[src/rtl/i2c_pkg.sv]
// Shared I2C definitions for the target core and the i2c_core master.
package i2c_pkg;

  typedef enum logic [2:0] {
    ST_IDLE      = 3'd0,
    ST_ADDR      = 3'd1,
    ST_ADDR_ACK  = 3'd2,
    ST_RX_BYTE   = 3'd3,
    ST_RX_ACK    = 3'd4,
    ST_TX_BYTE   = 3'd5,
    ST_TX_ACK    = 3'd6,
    ST_WAIT_STOP = 3'd7
  } i2c_state_e;

  localparam logic       I2C_READ     = 1'b1;
  localparam logic [6:0] I2C_GEN_CALL = 7'h00;
  localparam logic       I2C_ACK      = 1'b0;
  localparam logic       I2C_NACK     = 1'b1;

  // Address byte is {addr[6:0], rw}. General call is only honoured for writes.
  function automatic logic addr_match(input logic [7:0] addr_byte,
                                      input logic [6:0] own,
                                      input logic       gen_call_en);
    logic own_hit;
    logic gc_hit;
    own_hit = (addr_byte[7:1] == own);
    gc_hit  = gen_call_en && (addr_byte[7:1] == I2C_GEN_CALL) && (addr_byte[0] != I2C_READ);
    return own_hit || gc_hit;
  endfunction

endpackage

[src/rtl/i2c_line_sync.sv]
// SDA/SCL synchronizers plus edge/condition detection on the synchronized lines.
// The two chains have equal depth, so the relative order of SDA and SCL
// transitions seen by the logic matches the pins.
module i2c_line_sync #(
  parameter int SYNC_STAGES = 2
) (
  input  logic clk,
  input  logic rst_n,
  input  logic sda_i,
  input  logic scl_i,
  output logic sda_s,
  output logic scl_rise,
  output logic scl_fall,
  output logic start,
  output logic stop
);

  logic [SYNC_STAGES-1:0] sda_ff;
  logic [SYNC_STAGES-1:0] scl_ff;
  logic                   sda_prev;
  logic                   scl_prev;
  logic                   scl_s;

  // Synchronizer chains and edge-detect flops; idle bus level is high.
  always_ff @(posedge clk or negedge rst_n) begin
    if (!rst_n) begin
      sda_ff   <= '1;
      scl_ff   <= '1;
      sda_prev <= 1'b1;
      scl_prev <= 1'b1;
    end else begin
      sda_ff   <= {sda_ff[SYNC_STAGES-2:0], sda_i};
      scl_ff   <= {scl_ff[SYNC_STAGES-2:0], scl_i};
      sda_prev <= sda_ff[SYNC_STAGES-1];
      scl_prev <= scl_ff[SYNC_STAGES-1];
    end
  end

  assign sda_s = sda_ff[SYNC_STAGES-1];
  assign scl_s = scl_ff[SYNC_STAGES-1];

  // SCL must be high on both sides of the SDA edge for a bus condition.
  always_comb begin
    scl_rise = scl_s & ~scl_prev;
    scl_fall = ~scl_s & scl_prev;
    start    = scl_s & scl_prev & sda_prev & ~sda_s;
    stop     = scl_s & scl_prev & ~sda_prev & sda_s;
  end

endmodule

[src/rtl/i2c_slave_core.sv]
// I2C target: address match, write deserialization, read serialization.
// SDA is open-drain style (0 = pull low, 1 = release); no clock stretching.
//
//   state        | meaning
//   ST_IDLE      | bus free, waiting for START
//   ST_ADDR      | shifting in the address byte
//   ST_ADDR_ACK  | driving ACK for a matched address
//   ST_RX_BYTE   | shifting in a data byte from the master
//   ST_RX_ACK    | driving ACK/NACK for a received byte
//   ST_TX_BYTE   | driving a data byte to the master
//   ST_TX_ACK    | SDA released, sampling the master's ACK
//   ST_WAIT_STOP | not addressed / finished; ignore bits until START or STOP
//
// phase_q splits the two-fall ACK slots (0: waiting for the fall that starts
// the slot, 1: waiting for the fall that ends it) and, in ST_TX_BYTE, marks
// that all 8 bits were clocked so the next fall releases SDA.
module i2c_slave_core
  import i2c_pkg::*;
#(
  parameter int SYNC_STAGES = 2,
  parameter int GEN_CALL_EN = 0
) (
  input  logic       clk,
  input  logic       rst_n,
  input  logic [6:0] own_address,
  input  logic       sda_i,
  input  logic       scl_i,
  output logic       sda_o,
  input  logic       rx_ack_en,
  output logic [7:0] rx_data,
  output logic       rx_valid,
  input  logic [7:0] tx_data,
  output logic       tx_req,
  output logic       addr_hit,
  output logic       rw,
  output logic       busy
);

  logic sda_s;
  logic scl_rise;
  logic scl_fall;
  logic start;
  logic stop;

  i2c_line_sync #(
    .SYNC_STAGES (SYNC_STAGES)
  ) u_line_sync (
    .clk      (clk),
    .rst_n    (rst_n),
    .sda_i    (sda_i),
    .scl_i    (scl_i),
    .sda_s    (sda_s),
    .scl_rise (scl_rise),
    .scl_fall (scl_fall),
    .start    (start),
    .stop     (stop)
  );

  i2c_state_e state_q,    state_d;
  logic [2:0] bit_cnt_q,  bit_cnt_d;
  logic [7:0] shift_q,    shift_d;
  logic [7:0] tx_shift_q, tx_shift_d;
  logic       phase_q,    phase_d;
  logic       ack_sel_q,  ack_sel_d;
  logic       rw_q,       rw_d;
  logic       busy_q,     busy_d;
  logic       sda_q,      sda_d;
  logic [7:0] rx_data_q,  rx_data_d;
  logic       rx_valid_q, rx_valid_d;
  logic       tx_req_q,   tx_req_d;
  logic       hit_q,      hit_d;
  logic [7:0] shift_in;
  logic       gen_call_on;

  assign shift_in    = {shift_q[6:0], sda_s};
  assign gen_call_on = (GEN_CALL_EN != 0);

  // State and datapath registers; reset releases SDA without waiting for a clock.
  always_ff @(posedge clk or negedge rst_n) begin
    if (!rst_n) begin
      state_q    <= ST_IDLE;
      bit_cnt_q  <= '0;
      shift_q    <= '0;
      tx_shift_q <= '0;
      phase_q    <= 1'b0;
      ack_sel_q  <= 1'b0;
      rw_q       <= 1'b0;
      busy_q     <= 1'b0;
      sda_q      <= 1'b1;
      rx_data_q  <= '0;
      rx_valid_q <= 1'b0;
      tx_req_q   <= 1'b0;
      hit_q      <= 1'b0;
    end else begin
      state_q    <= state_d;
      bit_cnt_q  <= bit_cnt_d;
      shift_q    <= shift_d;
      tx_shift_q <= tx_shift_d;
      phase_q    <= phase_d;
      ack_sel_q  <= ack_sel_d;
      rw_q       <= rw_d;
      busy_q     <= busy_d;
      sda_q      <= sda_d;
      rx_data_q  <= rx_data_d;
      rx_valid_q <= rx_valid_d;
      tx_req_q   <= tx_req_d;
      hit_q      <= hit_d;
    end
  end

  // Next-state logic: STOP beats START, START beats any bit-level event.
  always_comb begin
    state_d    = state_q;
    bit_cnt_d  = bit_cnt_q;
    shift_d    = shift_q;
    tx_shift_d = tx_shift_q;
    phase_d    = phase_q;
    ack_sel_d  = ack_sel_q;
    rw_d       = rw_q;
    busy_d     = busy_q;
    sda_d      = sda_q;
    rx_data_d  = rx_data_q;
    rx_valid_d = 1'b0;
    tx_req_d   = 1'b0;
    hit_d      = 1'b0;

    if (stop) begin
      state_d = ST_IDLE;
      sda_d   = 1'b1;
      busy_d  = 1'b0;
      phase_d = 1'b0;
    end else if (start) begin
      state_d   = ST_ADDR;
      bit_cnt_d = '0;
      sda_d     = 1'b1;
      phase_d   = 1'b0;
    end else begin
      case (state_q)
        ST_ADDR: begin
          if (scl_rise) begin
            shift_d   = shift_in;
            bit_cnt_d = bit_cnt_q + 3'd1;
            if (bit_cnt_q == 3'd7) begin
              if (addr_match(shift_in, own_address, gen_call_on)) begin
                rw_d    = shift_in[0];
                hit_d   = 1'b1;
                busy_d  = 1'b1;
                phase_d = 1'b0;
                state_d = ST_ADDR_ACK;
              end else begin
                busy_d  = 1'b0;
                state_d = ST_WAIT_STOP;
              end
            end
          end
        end

        ST_ADDR_ACK: begin
          if (scl_rise && rw_q == I2C_READ) begin
            tx_shift_d = tx_data;
            tx_req_d   = 1'b1;
          end
          if (scl_fall) begin
            if (!phase_q) begin
              sda_d   = I2C_ACK;
              phase_d = 1'b1;
            end else begin
              phase_d   = 1'b0;
              bit_cnt_d = '0;
              if (rw_q == I2C_READ) begin
                sda_d      = tx_shift_q[7];
                tx_shift_d = {tx_shift_q[6:0], 1'b1};
                state_d    = ST_TX_BYTE;
              end else begin
                sda_d   = 1'b1;
                state_d = ST_RX_BYTE;
              end
            end
          end
        end

        ST_RX_BYTE: begin
          if (scl_rise) begin
            shift_d   = shift_in;
            bit_cnt_d = bit_cnt_q + 3'd1;
            if (bit_cnt_q == 3'd7) begin
              rx_data_d  = shift_in;
              rx_valid_d = 1'b1;
              ack_sel_d  = rx_ack_en;
              phase_d    = 1'b0;
              state_d    = ST_RX_ACK;
            end
          end
        end

        ST_RX_ACK: begin
          if (scl_fall) begin
            if (!phase_q) begin
              sda_d   = ack_sel_q ? I2C_ACK : I2C_NACK;
              phase_d = 1'b1;
            end else begin
              sda_d     = 1'b1;
              phase_d   = 1'b0;
              bit_cnt_d = '0;
              if (ack_sel_q) begin
                state_d = ST_RX_BYTE;
              end else begin
                busy_d  = 1'b0;
                state_d = ST_WAIT_STOP;
              end
            end
          end
        end

        // Bits are counted on rises; the fall after the 8th rise hands SDA back.
        ST_TX_BYTE: begin
          if (scl_rise) begin
            bit_cnt_d = bit_cnt_q + 3'd1;
            if (bit_cnt_q == 3'd7) begin
              phase_d = 1'b1;
            end
          end else if (scl_fall) begin
            if (phase_q) begin
              sda_d   = 1'b1;
              phase_d = 1'b0;
              state_d = ST_TX_ACK;
            end else begin
              sda_d      = tx_shift_q[7];
              tx_shift_d = {tx_shift_q[6:0], 1'b1};
            end
          end
        end

        ST_TX_ACK: begin
          if (scl_rise) begin
            if (sda_s == I2C_ACK) begin
              tx_shift_d = tx_data;
              tx_req_d   = 1'b1;
              bit_cnt_d  = '0;
              phase_d    = 1'b0;
              state_d    = ST_TX_BYTE;
            end else begin
              busy_d  = 1'b0;
              state_d = ST_WAIT_STOP;
            end
          end
        end

        ST_WAIT_STOP: begin
          sda_d = 1'b1;
        end

        default: begin
          sda_d = 1'b1;
        end
      endcase
    end
  end

  assign sda_o    = sda_q;
  assign rx_data  = rx_data_q;
  assign rx_valid = rx_valid_q;
  assign tx_req   = tx_req_q;
  assign addr_hit = hit_q;
  assign rw       = rw_q;
  assign busy     = busy_q;

endmodule

[config.mk]
export PLATFORM = sky130hd
export DESIGN_NAME = i2c_slave_core
export DESIGN_NICKNAME = d
export VERILOG_FILES = /design/src/rtl/i2c_pkg.sv /design/src/rtl/i2c_line_sync.sv /design/src/rtl/i2c_slave_core.sv
export SDC_FILE = /design/constraint.sdc
export NUM_CORES = 1
export LEC_CHECK = 0
export ABC_AREA = 1
export ABC_CLOCK_PERIOD_IN_PS = 4100
export CORE_MARGIN = 2
export CORE_UTILIZATION = 59
export DETAILED_ROUTE_END_ITERATION = 16
export PLACE_DENSITY = 0.89
export SLEW_MARGIN = 0
export SYNTH_ARGS = -nofsm -noshare
export SYNTH_HDL_FRONTEND = slang
export SYNTH_SLANG_ARGS = --single-unit
export TNS_END_PERCENT = 20
[constraint.sdc]
create_clock -name clk -period 4.1 [get_ports clk]
set_input_delay 1.025 -clock clk [delete_from_list [all_inputs] [get_ports clk]]
set_output_delay 1.025 -clock clk [all_outputs]
set_load 0.05 [all_outputs]
---- Word-level counts from Yosys, hierarchy flattened ----
Cells that the tools add are included.
word-level totals
  RAM bits ................................ 0
  memories kept ........................... 0
  output and inout port bits .............. 14
  latch bits .............................. 0
  flip-flop bits (word level) ............. 43
  input port bits ......................... 20
  bits in read-only memories .............. 0
  word-level logic and storage cells ...... 184
operators by class
  muxes and demuxes ....................... 90
  equal/unequal tests ..................... 44
  divide/modulo/power cells ............... 0
  magnitude comparators ................... 0
  bitwise gates (word level) .............. 13
  shift-type cells ........................ 0
  add/subtract/negate cells ............... 1
  $mul .................................... 0
  reductions and logical operators ........ 19
operator list
  cell                                                                      count
  8-bit 2-to-1 mux                                                          9
  3-bit 2-to-1 mux                                                          23
  4-bit inequality test (second input constant)                             14
  1-bit 2-to-1 mux                                                          50
  3-bit inequality test (second input constant)                             8
  8-bit case mux with 3 select lines                                        1
  3-bit case mux with 6 select lines                                        1
  13-bit AND reduction                                                      1
  3-bit equality test (second input constant)                               4
  3-bit by 1-bit inequality test with 1-bit output (second input constant)  4
  11-bit AND reduction                                                      1
  2-bit inequality test (second input constant)                             5
  5-bit inequality test (second input constant)                             2
  5-bit AND reduction                                                       2
  3-bit case mux with 3 select lines                                        1
  9-bit AND reduction                                                       1
  8-bit AND reduction                                                       1
  4-bit nonzero test                                                        2
  8-bit nonzero test                                                        1
  1-bit bitwise AND                                                         7
  7-bit equality test                                                       1
  7-bit AND reduction                                                       1
  7-bit nonzero test                                                        1
  3-bit by 2-bit equality test with 1-bit output (second input constant)    2
  other kinds (17)                                                          24

---- Logic depth before layout (Yosys ltp) ----
  depth after elaboration ................. 8
  gate-level depth with buffers ........... 13
  gate-level depth less buffers ........... 13

---- Cells and area by module ----
Synthesis repeated with hierarchy kept, for this count alone.
second synthesis, totals
  cells, all modules ...................... 339
  area, all modules ....................... 2484.9 µm²
modules (own cells, without submodules)
  module          area each (µm²)  instances  seq. area each (µm²)  cells an instance
  i2c_slave_core  2285.9           1          927.1                 322
  i2c_line_sync   198.9            1          157.7                 17

---- Worst setup path before layout ----
No wires, ideal clock.
  path type ............................... input-to-reg
  start point ............................. input port own_address[4]
  end point ............................... register state_q[2]
  data required time ...................... 3.983 ns
  data arrival time ....................... 1.657 ns
  path slack .............................. 2.326 ns
  path buffers ............................ 0
  stages on the path ...................... 9
  library setup time ...................... 0.117 ns
  cells stage by stage .................... inv_1 > nand2_1 > nand2_1 > nor2_1 > nand2_1 > o21ai_0 > a21oi_1 > nand2_1 > nand2_1
on the way
  word-level cells in the longest chain between the ends .. 7
RTL lines
  element                             line                   source
  from (decl)                         i2c_slave_core.sv:25   input logic [6:0] own_address,
  7-bit equality test                 i2c_pkg.sv:26          own_hit = (addr_byte[7:1] == own);
  3-bit 2-to-1 mux                    i2c_slave_core.sv:144  if (addr_match(shift_in, own_address, gen_call_on)) begin
  3-bit 2-to-1 mux                    i2c_slave_core.sv:143  if (bit_cnt_q == 3'd7) begin
  3-bit 2-to-1 mux                    i2c_slave_core.sv:140  if (scl_rise) begin
  3-bit case mux with 6 select lines  i2c_slave_core.sv:138  case (state_q)
  3-bit 2-to-1 mux                    i2c_slave_core.sv:132  end else if (start) begin
  3-bit 2-to-1 mux                    i2c_slave_core.sv:127  if (stop) begin
  to (signal assigned)                i2c_slave_core.sv:95   state_q <= state_d;
  to (decl)                           i2c_slave_core.sv:59   i2c_state_e state_q, state_d;
Every way passes these cells. The select of a mux whose other input is x is not followed.
A chain may end at the register's enable or synchronous reset.

---- Worst setup path after layout ----
  start point ............................. register sda_q (netlist: sda_o)
  end point ............................... output port sda_o
RTL lines
  element                 line                   source
  from (decl)             i2c_slave_core.sv:67   logic sda_q, sda_d;
  from (signal assigned)  i2c_slave_core.sv:89   sda_q <= 1'b1;
  from (signal assigned)  i2c_slave_core.sv:103  sda_q <= sda_d;
  to (decl)               i2c_slave_core.sv:28   output logic sda_o,
No word-level cell between the ends.

==> qor.yml <==
avgSynthCellArea_um2: 6.968
htreeDepth: 2
design_area_um2: 2955
synth_top_area_cell: "dfrtp_1"
start_util_pct: 61.83
synth_area_um2: 2509
report.final.slew_viol_count: 0
relSlewSlack_pct: 38.30
setup_ws_ps: 1442
clockPowerShare_pct: 15.1
p_sw_share_pct: 46.72
pwr_density_cell_nw_per_um2: 595.4
run_status: "finished, final reports clean"
setup_viol: 0
post_dp_cell_area_um2: 2870
cts_sinks: 43
clockBufferDepth: 2
placed_cells: 439
synth_seq_area_share_pct: 43.24
ys.flop_type: "dfrtp_1"
synth_nets: 385
post_drt_via_cell_ratio: 5.631
crit_buf_inv: 1
io_buffer_count: 33
dieWidth_um: 69.21
grt_overflow: 0
synthCells: 360
p_seq_share_pct: 35.7
crit_arrival_ps: 1630
grt_start_max_net_pins: 44
final_antenna_net_count: 0
post-route-drc-count: 0
pin_count: 34
drive_above_1_share_pct: 7.305
ctsRootBufferMaster: "clkbuf_8"
fill_cells: 338
die-area_um2: 4789
dp_hpwl_mm: 4.588
instances_no_fill: 447
path_cells: "clkdlybuf4s50_1"
clk_latency_ps: 300
first_iter_violations: 290
antenna_found_initial: 0
holdBufCountCts: 0
synth_top_area_share_pct: 35.91
drtPass1Iterations: 5
place_ws_ps: 1704
clk_pin_slew_ps: 90
criticalPathCategory: "reg -> out"
p_int_mw: 0.9376
critPathRequiredTime_ps: 3070
finalHoldViolCount: 0
maxClockFrequency_ghz: 0.3763
synth_edf_count: 0
ctsResizeCount: 0
place.gp.congestion: 1.047
cts_made_buffers: 5
nets: 421
cts_tree: "yes"
diodes: 0
p_leak_nw: 1.520
num_rows: 23
hp-class: "reg -> reg"
rsz0062_at_grt: "false"
crit_family: "buffers and inverters"
fp.dieH_um: 69.21
min_period_ps: 2658
crit_fanout: 2
endpoint_kind: "output port"
async_reset_ff_share_pct: 100.0
coreArea_um2: 4058
cpPeakStageDelay_ps: 790
yosys_warnings: 0
grt_pass1_vias: 2358
vias: 2517
ys_ff_latch: 43
finalClockSkew_ps: 14.07
combPwrFrac_pct: 49.2
vdd_ir_drop_max_uv: 325.7
critPathLaunchType: "register"
wirelength_mm: 6.210
wl_per_cell_um: 13.89
tns_ps: 0
grt_pass1_wl_mm: 10.78
drv_cap: 0
worst_pin_slew_ps: 925.5
slowest_stage: "clkdlybuf4s50_1"
area_growth_pct: 17.81
synth_cell_types: 28
synthTopCellsByArea: "dfrtp_1, nand2_1, dfstp_2, inv_1, nand3_1"
postCtsSetupRepairBufs: 0
grt_use_total_pct: 27.72
fin_crit_sh_pct: 64.82
power_switching_mw: 0.8221
-- worst register-to-register path, delay by kind of cell (launching register included) --
kind	cells	cell delay, ps
AO/OA/AOI/OAI	2	360
flip-flops	1	560
buffers and inverters	1	190
AND/OR/NAND/NOR	6	770
adder cells (fa/ha/maj)	1	160
-- synthesized netlist by cell type (2+ instances only) --
library cell / instances
inv_1: 47
o21ai_0: 23
nand2_2: 2
a211oi_1: 2
o21ai_1: 11
nand2_1: 144
o2111ai_1: 2
nand3_1: 23
nand4_1: 3
dfstp_2: 7
dfrtp_1: 36
a21oi_1: 9
nor2_2: 3
nor2_1: 20
ha_1: 5
o211ai_1: 2
inv_2: 4
nor2_4: 3
nor3_1: 4
clkbuf_1: 2
-- metrics by stage --
step,utilization (%),power (mW),hold slack (ps)
final,72.83,1.760,362.3
after global routing,72.83,1.912,364.4
after CTS,72.83,1.742,363.3
after detailed placement,70.74,1.469,348.1
after global placement,70.74,1.450,346.9
after floorplan,-,1.264,345.2
-- area by class of cell --
| cell class | count | area [µm²] | share of cell area, % |
|---|---|---|---|
| Clock buffer | 6 | 72.57 | 2.456 |
| Clock inverter | 2 | 12.51 | 0.4234 |
| Inverter | 51 | 191.4 | 6.478 |
| Multi-Input combinational cell | 262 | 1206 | 40.81 |
| Sequential cell | 43 | 1085 | 36.71 |
| Tap cell | 50 | 62.56 | 2.117 |
| Timing Repair Buffer | 33 | 325.3 | 11.01 |
-- power by group through the flow --
| stage | Combinational [mW] | Sequential (mW) | Clock (mW) |
|---|---|---|---|
| 2_1_floorplan | 0.639 | 0.625 | 0 |
| 3_3_place_gp | 0.826 | 0.624 | 0 |
| 3_5_place_dp | 0.838 | 0.631 | 0 |
| 4_1_cts | 0.847 | 0.624 | 0.271 |
| 5_1_grt | 0.988 | 0.640 | 0.285 |
| 6_report | 0.866 | 0.628 | 0.266 |
-- final timing paths --
kind                            slack, ps                     to                  start  depth (start not counted)
max in group asynchronous            2650          tx_shift_q[3]                  rst_n                          1
worst max register to register       1980               register  u_line_sync.scl_ff[1]                         10
worst min-delay path                  360  u_line_sync.sda_ff[1]  u_line_sync.sda_ff[0]                          0
min in group asynchronous             850             rx_data[6]                  rst_n                          1
worst min register to register        360  u_line_sync.sda_ff[1]  u_line_sync.sda_ff[0]                          0
worst max-delay path                 1440                  sda_o                  sda_o                          1
-- per-layer routing --
layer,vias to the layer above,share of wire [%],global-route usage [%],routed length (µm)
met5,-,0,0,0
met4,0,2.1,10.02,129
met3,17,7.8,4.070,483
met2,141,46,43.06,2865
met1,1152,44,39.79,2731
li1,1207,-,-,-
-- kinds of logic after synthesis --
kind of cell | Yosys count | share of synthesized area, %
DFF | 43 | 43.24
buffers and inverters | 55 | 8.678
adders and majority gates | 5 | 2.494
AOI/OAI and AO/OA | 54 | 11.97
and+or+nand+nor | 203 | 33.62
-- cell usage in the layout (no fill, tap or decap), drive strengths merged --
cell	instances
nand2	146
clkinv	1
clkbuf	6
dfstp	7
o211ai	2
nor2	26
clkdlybuf4s50	32
a211oi	2
a21oi	10
ha	5
o21ai	34
clkinvlp	1
nor3	4
dfrtp	36
o21bai	1
and2	1
o2111ai	2
nand4	3
a22oi	1
nand3	23
buf	1
o22ai	1
inv	51
a21boi	1
No activity file was read; power rests on OpenSTA's default activity.
